==> src/rtl/uart_pkg.sv <==
// Shared definitions for the debug/loopback serial link (uart_tx / uart_rx).
package uart_pkg;

  // Receiver FSM state encoding (2 bits)
  localparam logic [1:0] IDLE  = 2'd0;
  localparam logic [1:0] START = 2'd1;
  localparam logic [1:0] DATA  = 2'd2;
  localparam logic [1:0] STOP  = 2'd3;

  // clk cycles per bit, shared by transmitter and receiver
  localparam int BAUD_CNT_MAX_DEFAULT = 56;

  // Width of the baud counter; covers divisors up to 16384
  localparam int CNT_W = 14;

  // Payload bits per frame (8N1)
  localparam int DATA_BITS = 8;

  // Bit counter width for DATA_BITS payload bits
  localparam int BIT_W = $clog2(DATA_BITS);

endpackage

==> src/rtl/uart_rx_sync.sv <==
// Two-flop synchroniser for the asynchronous serial line plus a delayed
// copy used to detect the falling edge of the start bit. All flops reset
// to the idle-high line level so reset release never looks like an edge.
module uart_rx_sync (
  input  logic clk,
  input  logic reset_n,
  input  logic rx_in,
  output logic rx_s,
  output logic fall_edge
);

  logic meta_reg;
  logic sync_reg;
  logic sync_d_reg;

  // Resynchronise rx_in into clk and keep one cycle of history
  always_ff @(posedge clk or negedge reset_n) begin
    if (!reset_n) begin
      meta_reg   <= 1'b1;
      sync_reg   <= 1'b1;
      sync_d_reg <= 1'b1;
    end else begin
      meta_reg   <= rx_in;
      sync_reg   <= meta_reg;
      sync_d_reg <= sync_reg;
    end
  end

  assign rx_s      = sync_reg;
  assign fall_edge = sync_d_reg & ~sync_reg;

endmodule

==> src/rtl/uart_rx.sv <==
// 8N1 UART receiver. Detects a start edge, confirms the start bit at
// mid-period, shifts in eight data bits LSB first, then checks the stop
// bit and issues either a data-valid or a framing-error strobe.
module uart_rx
  import uart_pkg::*;
#(
  parameter int BAUD_CNT_MAX = BAUD_CNT_MAX_DEFAULT,
  parameter int HALF_CNT     = BAUD_CNT_MAX / 2
) (
  input  logic       clk,
  input  logic       reset_n,
  input  logic       rx_in,
  output logic [7:0] rx_data,
  output logic       rx_valid,
  output logic       frame_err,
  output logic       rx_busy
);

  localparam logic [CNT_W-1:0] HALF_C = CNT_W'(HALF_CNT);
  localparam logic [CNT_W-1:0] LAST_C = CNT_W'(BAUD_CNT_MAX - 1);
  localparam logic [BIT_W-1:0] LAST_BIT = BIT_W'(DATA_BITS - 1);

  logic                 rx_s;
  logic                 fall_edge;

  logic [1:0]           state_reg,     state_next;
  logic [CNT_W-1:0]     baud_cnt_reg,  baud_cnt_next;
  logic [BIT_W-1:0]     bit_cnt_reg,   bit_cnt_next;
  logic [DATA_BITS-1:0] shift_reg,     shift_next;
  logic [7:0]           rx_data_reg,   rx_data_next;
  logic                 rx_valid_reg,  rx_valid_next;
  logic                 frame_err_reg, frame_err_next;
  logic                 sample;

  uart_rx_sync u_sync (
    .clk       (clk),
    .reset_n   (reset_n),
    .rx_in     (rx_in),
    .rx_s      (rx_s),
    .fall_edge (fall_edge)
  );

  // Mid-bit sampling point, valid in every non-idle state
  assign sample = (state_reg != IDLE) && (baud_cnt_reg == HALF_C);

  // Next-state, shift and strobe logic
  always_comb begin
    state_next     = state_reg;
    bit_cnt_next   = bit_cnt_reg;
    shift_next     = shift_reg;
    rx_data_next   = rx_data_reg;
    rx_valid_next  = 1'b0;
    frame_err_next = 1'b0;

    case (state_reg)
      IDLE: begin
        if (fall_edge) begin
          state_next = START;
        end
      end
      START: begin
        if (sample) begin
          if (!rx_s) begin
            state_next   = DATA;
            bit_cnt_next = '0;
          end else begin
            // Line back high at mid start bit: treat as a glitch
            state_next = IDLE;
          end
        end
      end
      DATA: begin
        if (sample) begin
          shift_next   = {rx_s, shift_reg[DATA_BITS-1:1]};
          bit_cnt_next = bit_cnt_reg + 1'b1;
          if (bit_cnt_reg == LAST_BIT) begin
            state_next = STOP;
          end
        end
      end
      STOP: begin
        if (sample) begin
          if (rx_s) begin
            rx_data_next  = shift_reg;
            rx_valid_next = 1'b1;
          end else begin
            frame_err_next = 1'b1;
          end
          // Leave mid stop bit so a back-to-back start edge is not missed
          state_next = IDLE;
        end
      end
      default: begin
        state_next = IDLE;
      end
    endcase
  end

  // Baud counter: parked at zero in IDLE, free-running modulo BAUD_CNT_MAX otherwise
  always_comb begin
    if (state_reg == IDLE || state_next == IDLE) begin
      baud_cnt_next = '0;
    end else if (baud_cnt_reg == LAST_C) begin
      baud_cnt_next = '0;
    end else begin
      baud_cnt_next = baud_cnt_reg + 1'b1;
    end
  end

  // State and output registers
  always_ff @(posedge clk or negedge reset_n) begin
    if (!reset_n) begin
      state_reg     <= IDLE;
      baud_cnt_reg  <= '0;
      bit_cnt_reg   <= '0;
      shift_reg     <= '0;
      rx_data_reg   <= 8'h00;
      rx_valid_reg  <= 1'b0;
      frame_err_reg <= 1'b0;
    end else begin
      state_reg     <= state_next;
      baud_cnt_reg  <= baud_cnt_next;
      bit_cnt_reg   <= bit_cnt_next;
      shift_reg     <= shift_next;
      rx_data_reg   <= rx_data_next;
      rx_valid_reg  <= rx_valid_next;
      frame_err_reg <= frame_err_next;
    end
  end

  assign rx_data   = rx_data_reg;
  assign rx_valid  = rx_valid_reg;
  assign frame_err = frame_err_reg;
  assign rx_busy   = (state_reg != IDLE);

endmodule

==> config.mk <==
export PLATFORM = sky130hd
export DESIGN_NAME = uart_rx
export DESIGN_NICKNAME = d
export VERILOG_FILES = /design/src/rtl/uart_pkg.sv /design/src/rtl/uart_rx_sync.sv /design/src/rtl/uart_rx.sv
export SDC_FILE = /design/constraint.sdc
export NUM_CORES = 1
export LEC_CHECK = 0
export BUFFER_PORTS_ARGS = -buffer_cell sky130_fd_sc_hd__buf_2
export CAP_MARGIN = 0
export CORE_MARGIN = 2
export CORE_UTILIZATION = 58
export CTS_CLUSTER_SIZE = 40
export DETAILED_ROUTE_END_ITERATION = 16
export PLACE_DENSITY = 0.77
export REMOVE_ABC_BUFFERS = 1
export SYNTH_ARGS = -nofsm -noshare
export SYNTH_HDL_FRONTEND = slang
export SYNTH_SLANG_ARGS = --single-unit
==> constraint.sdc <==
create_clock -name clk -period 1.96 [get_ports clk]
set_input_delay 0.392 -clock clk [delete_from_list [all_inputs] [get_ports clk]]
set_output_delay 0.392 -clock clk [all_outputs]
set_load 0.005 [all_outputs]
==> summary.log <==
[status] run status finished, final reports clean
[power] worst IR drop on VDD 0.631 mV
[yosys] cells after synthesis 150
[timing] Setup-failing EPs final 0
[power] total power divided by cell area 991 nW/um2
[final_layout] Final Non-Filler Cells 222
[grt] wire length of the first global-routing pass 5150 um
[detailed_routing] per-cell via count in the routed design 5.30
[timing] final count of hold timing violations 0
[detailed_routing] DRC Markers 0
[power] Static Leak 0.00108 uW
[floorplan] initial standard-cell utilization of the core 60.2%
[worst_setup_path] Worst R2R Setup Slack 0.18 ns
[floorplan] IO Pins 14
[yosys] most common cell in the netlist sky130_fd_sc_hd__dfrtp_1
[clock_network] Clock Sinks 40
[timing] Min Clock Period, post-route 1.78 ns
[worst_setup_path] Worst Reg2Reg Path Length in Cells 6
[worst_setup_path] endpoint of the lowest-slack register-to-register path rx_data[1]
[detailed_routing] initial detailed-routing violation count 54
[final_layout] final standard cell utilization of the core 70.1%
[worst_setup_path] reg-to-reg startpoint baud_cnt_reg[1]
[yosys] number of distinct library cells after synthesis 34
[final_layout] final layout net count 184
[hold_path] depth of the worst hold-timing path 1
[clock_network] Post-CTS Setup Inserts 0
[timing] worst setup skew after layout 0.0119 ns
[hold_path] beginning of the worst hold path rx_in
[worst_setup_path] WP data arrival 2.02 ns
[worst_setup_path] Worst setup SP type register
[place] detailed placer's ending HPWL 2120 um
[grt] residual overflow from global routing 0
[floorplan] Std-Cell Rows 20
[timing] Final Max Tran Viols 0
[timing] Achievable Freq 0.561 GHz
[worst_setup_path] cells traversed along the worst timing path inv_1 -> ha_1 -> nor2b_2 -> nand4_4 -> nor2_8 -> mux2_1
[yosys] predominant post-synthesis flop cell sky130_fd_sc_hd__dfrtp_1
[clock_network] root buffer selected by CTS sky130_fd_sc_hd__clkbuf_4
[worst_setup_path] WP data required 2.20 ns
[yosys] number of register bits inferred by synthesis 40
[yosys] ranking of synthesized cells by area sky130_fd_sc_hd__dfrtp_1 (51%), sky130_fd_sc_hd__mux2_2 (8.0%), sky130_fd_sc_hd__dfstp_2 (4.3%)
[worst_setup_path] longest individual stage delay on the worst path 0.45 ns
[final_layout] count of inserted antenna diode cells 0
[worst_setup_path] Worst setup EP type register
[detailed_routing] Routed wire per std cell 13.2 um
[timing] unrepaired setup endpoints after global routing no
[yosys] proportion of synthesized chip area in sequential cells 55.1%
[worst_setup_path] maximum net fanout on the critical path 9
[grt] antenna violations before repair 0
[hold_path] worst min-delay path endpoint u_sync.meta_reg
[floorplan] total die area 3610 um2
[final_layout] Area Overhead vs Synth 16.3%
[yosys] number of warnings reported in the yosys synthesis log 0
[yosys] Post-synth EDFFs 0
[grt] aggregate global-route resource usage 19.6%
[place] final RePlAce weighted congestion 0.757
[timing] Relative slew margins 72.9%
[grt] number of global-route vias before repair 1109
[yosys] Commonest cells post-synth sky130_fd_sc_hd__dfrtp_1 (37), sky130_fd_sc_hd__nor2_1 (16), sky130_fd_sc_hd__mux2_2 (13)
[floorplan] vertical extent of the die 60.1 um
[clock_network] number of buffers between clock root and the deepest sink 2
[yosys] top cell type by total area after synthesis sky130_fd_sc_hd__dfrtp_1
[place] placed cells 213
[timing] setup total negative slack 0 ns
[clock_network] # H-tree levels 2
[worst_setup_path] slowest stage cell on the critical path sky130_fd_sc_hd__dfrtp_1
[place] count of buffers from port buffering 13
[floorplan] Horiz. Die Dim 60.1 um
[detailed_routing] wirelength, routed 2930 um
[timing] final clock period utilization by the worst path 91.0%
[yosys] ys async rst share 100%
[worst_setup_path] category of cells accounting for the largest share of critical-path delay simple AND/OR/NAND/NOR gates
[yosys] Synth Cell Area 1820 um2
[worst_setup_path] type of the worst setup path register to register
[timing] actual transition at the worst max-transition pin 0.407 ns
[clock_network] clock-pin slew on the worst setup and hold paths 0.13 ns
[yosys] Yosys top cell area share 50.8%
[floorplan] area of the placeable core 3030 um2
[final_layout] fraction of final layout cells sized beyond drive strength 1 31.5%
[clock_network] worst skew pair latency 0.36 ns
[grt] largest net degree at the start of global routing 41
[detailed_routing] total via count in the routed design 1177
[worst_setup_path] Crit path buffers/inverters 1
[run] number of max-cap violations 0
[clock_network] TritonCTS clock tree built
[hold_path] Hold Crit Class primary input to register
[detailed_routing] detailed-router iteration count before antenna repair 4
[yosys] synthesized area per cell 12.2 um2
[detailed_routing] remaining antenna violation count after routing 0
[final_layout] max FFs per register 14
[clock_network] CTS buffer count 5
[worst max path at each step]
stage / slack, ns / start / cells after the start / end
final: 0.18 / baud_cnt_reg[1] / 6 / rx_data[1]
after floorplan: 0.21 / baud_cnt_reg[7] / 4 / rx_data[0]
after detailed placement: 0.06 / baud_cnt_reg[1] / 6 / bit_cnt_reg[1]
after CTS: 0.04 / baud_cnt_reg[1] / 6 / shift_reg[6]
after global routing: 0.05 / baud_cnt_reg[1] / 7 / bit_cnt_reg[0]
after global placement: 0.17 / baud_cnt_reg[1] / 6 / bit_cnt_reg[1]
[worst register-to-register path, stage by stage (launching register included)]
cell and delay (ns):
sky130_fd_sc_hd__dfrtp_1 0.45, sky130_fd_sc_hd__inv_1 0.07, sky130_fd_sc_hd__ha_1 0.16, sky130_fd_sc_hd__nor2b_2 0.20, sky130_fd_sc_hd__nand4_4 0.19, sky130_fd_sc_hd__nor2_8 0.25
sky130_fd_sc_hd__mux2_1 0.35
[area by class of cell]
class | instances | area (um2)
Fill cell | 242 | 906
Multi-Input combinational cell | 102 | 800
Clock inverter | 3 | 47.5
Tap cell | 44 | 55.1
Inverter | 4 | 15.0
Sequential cell | 40 | 1000
Timing Repair Buffer | 24 | 163
Clock buffer | 5 | 37.5
[stage by stage]
| step | power (uW) | cell area (um2) | worst slack (ns) | hold WS (ns) |
|---|---|---|---|---|
| 4_1_cts | 2120 | 2110 | 0.0415 | 0.103 |
| 2_1_floorplan | 1350 | 1810 | 0.207 | 0.0964 |
| 3_5_place_dp | 1550 | 2020 | 0.0645 | 0.349 |
| 6_report | 2100 | 2120 | 0.177 | 0.112 |
| 3_3_place_gp | 1540 | 2020 | 0.166 | 0.346 |
| 5_1_grt | 2230 | 2120 | 0.0526 | 0.105 |
[logic make-up after synthesis]
group | count (synthesis) | share of synthesized area [%]
AND/OR/NAND/NOR | 56 | 19.5
flip-flops | 40 | 55.1
multiplexers | 16 | 9.88
AO/OA/AOI/OAI | 14 | 5.35
XOR/XNOR | 12 | 5.76
buffers and inverters | 8 | 1.71
adder cells (fa/ha/maj) | 4 | 2.74
[power breakdown]
group	switching (uW)	leakage, uW	internal [uW]
sequential	106	0.000533	916
clock	280	0.0000454	272
combinational	288	0.000504	241
[repair_timing]
action | CTS | global route
hold endpoints to repair | 37 | 0
hold buffers | 1 | 0
endpoints found under the setup margin | 0 | 11
resized for setup | 0 | 2
[cell usage in the layout, fill, tap and decap left out, drive strengths merged, types with 2 or more instances in the layout]
cell and instances:
nor2 17, mux2 16, xnor2 5, clkinv 2, nor3 4, a21oi 5
inv 4, clkbuf 5, a21o 2, dfstp 3, dfrtp 37, xor2 7
nand2b 2, o21ai 3, buf 23, nand3 8, ha 4, nor4 3
nand4 6, nor2b 2, o221a 2, nand2 5, and3 5
[layer usage]
| layer | vias up | routed length (um) | track usage (%) |
|---|---|---|---|
| li1 | 580 | - | - |
| met1 | 568 | 1390 | 27.9 |
| met2 | 23 | 1360 | 28.4 |
| met3 | 6 | 133 | 5.84 |
| met4 | 0 | 49 | 7.30 |
| met5 | - | 0 | 0 |
Note: power is estimated with default switching activity, not from simulation.
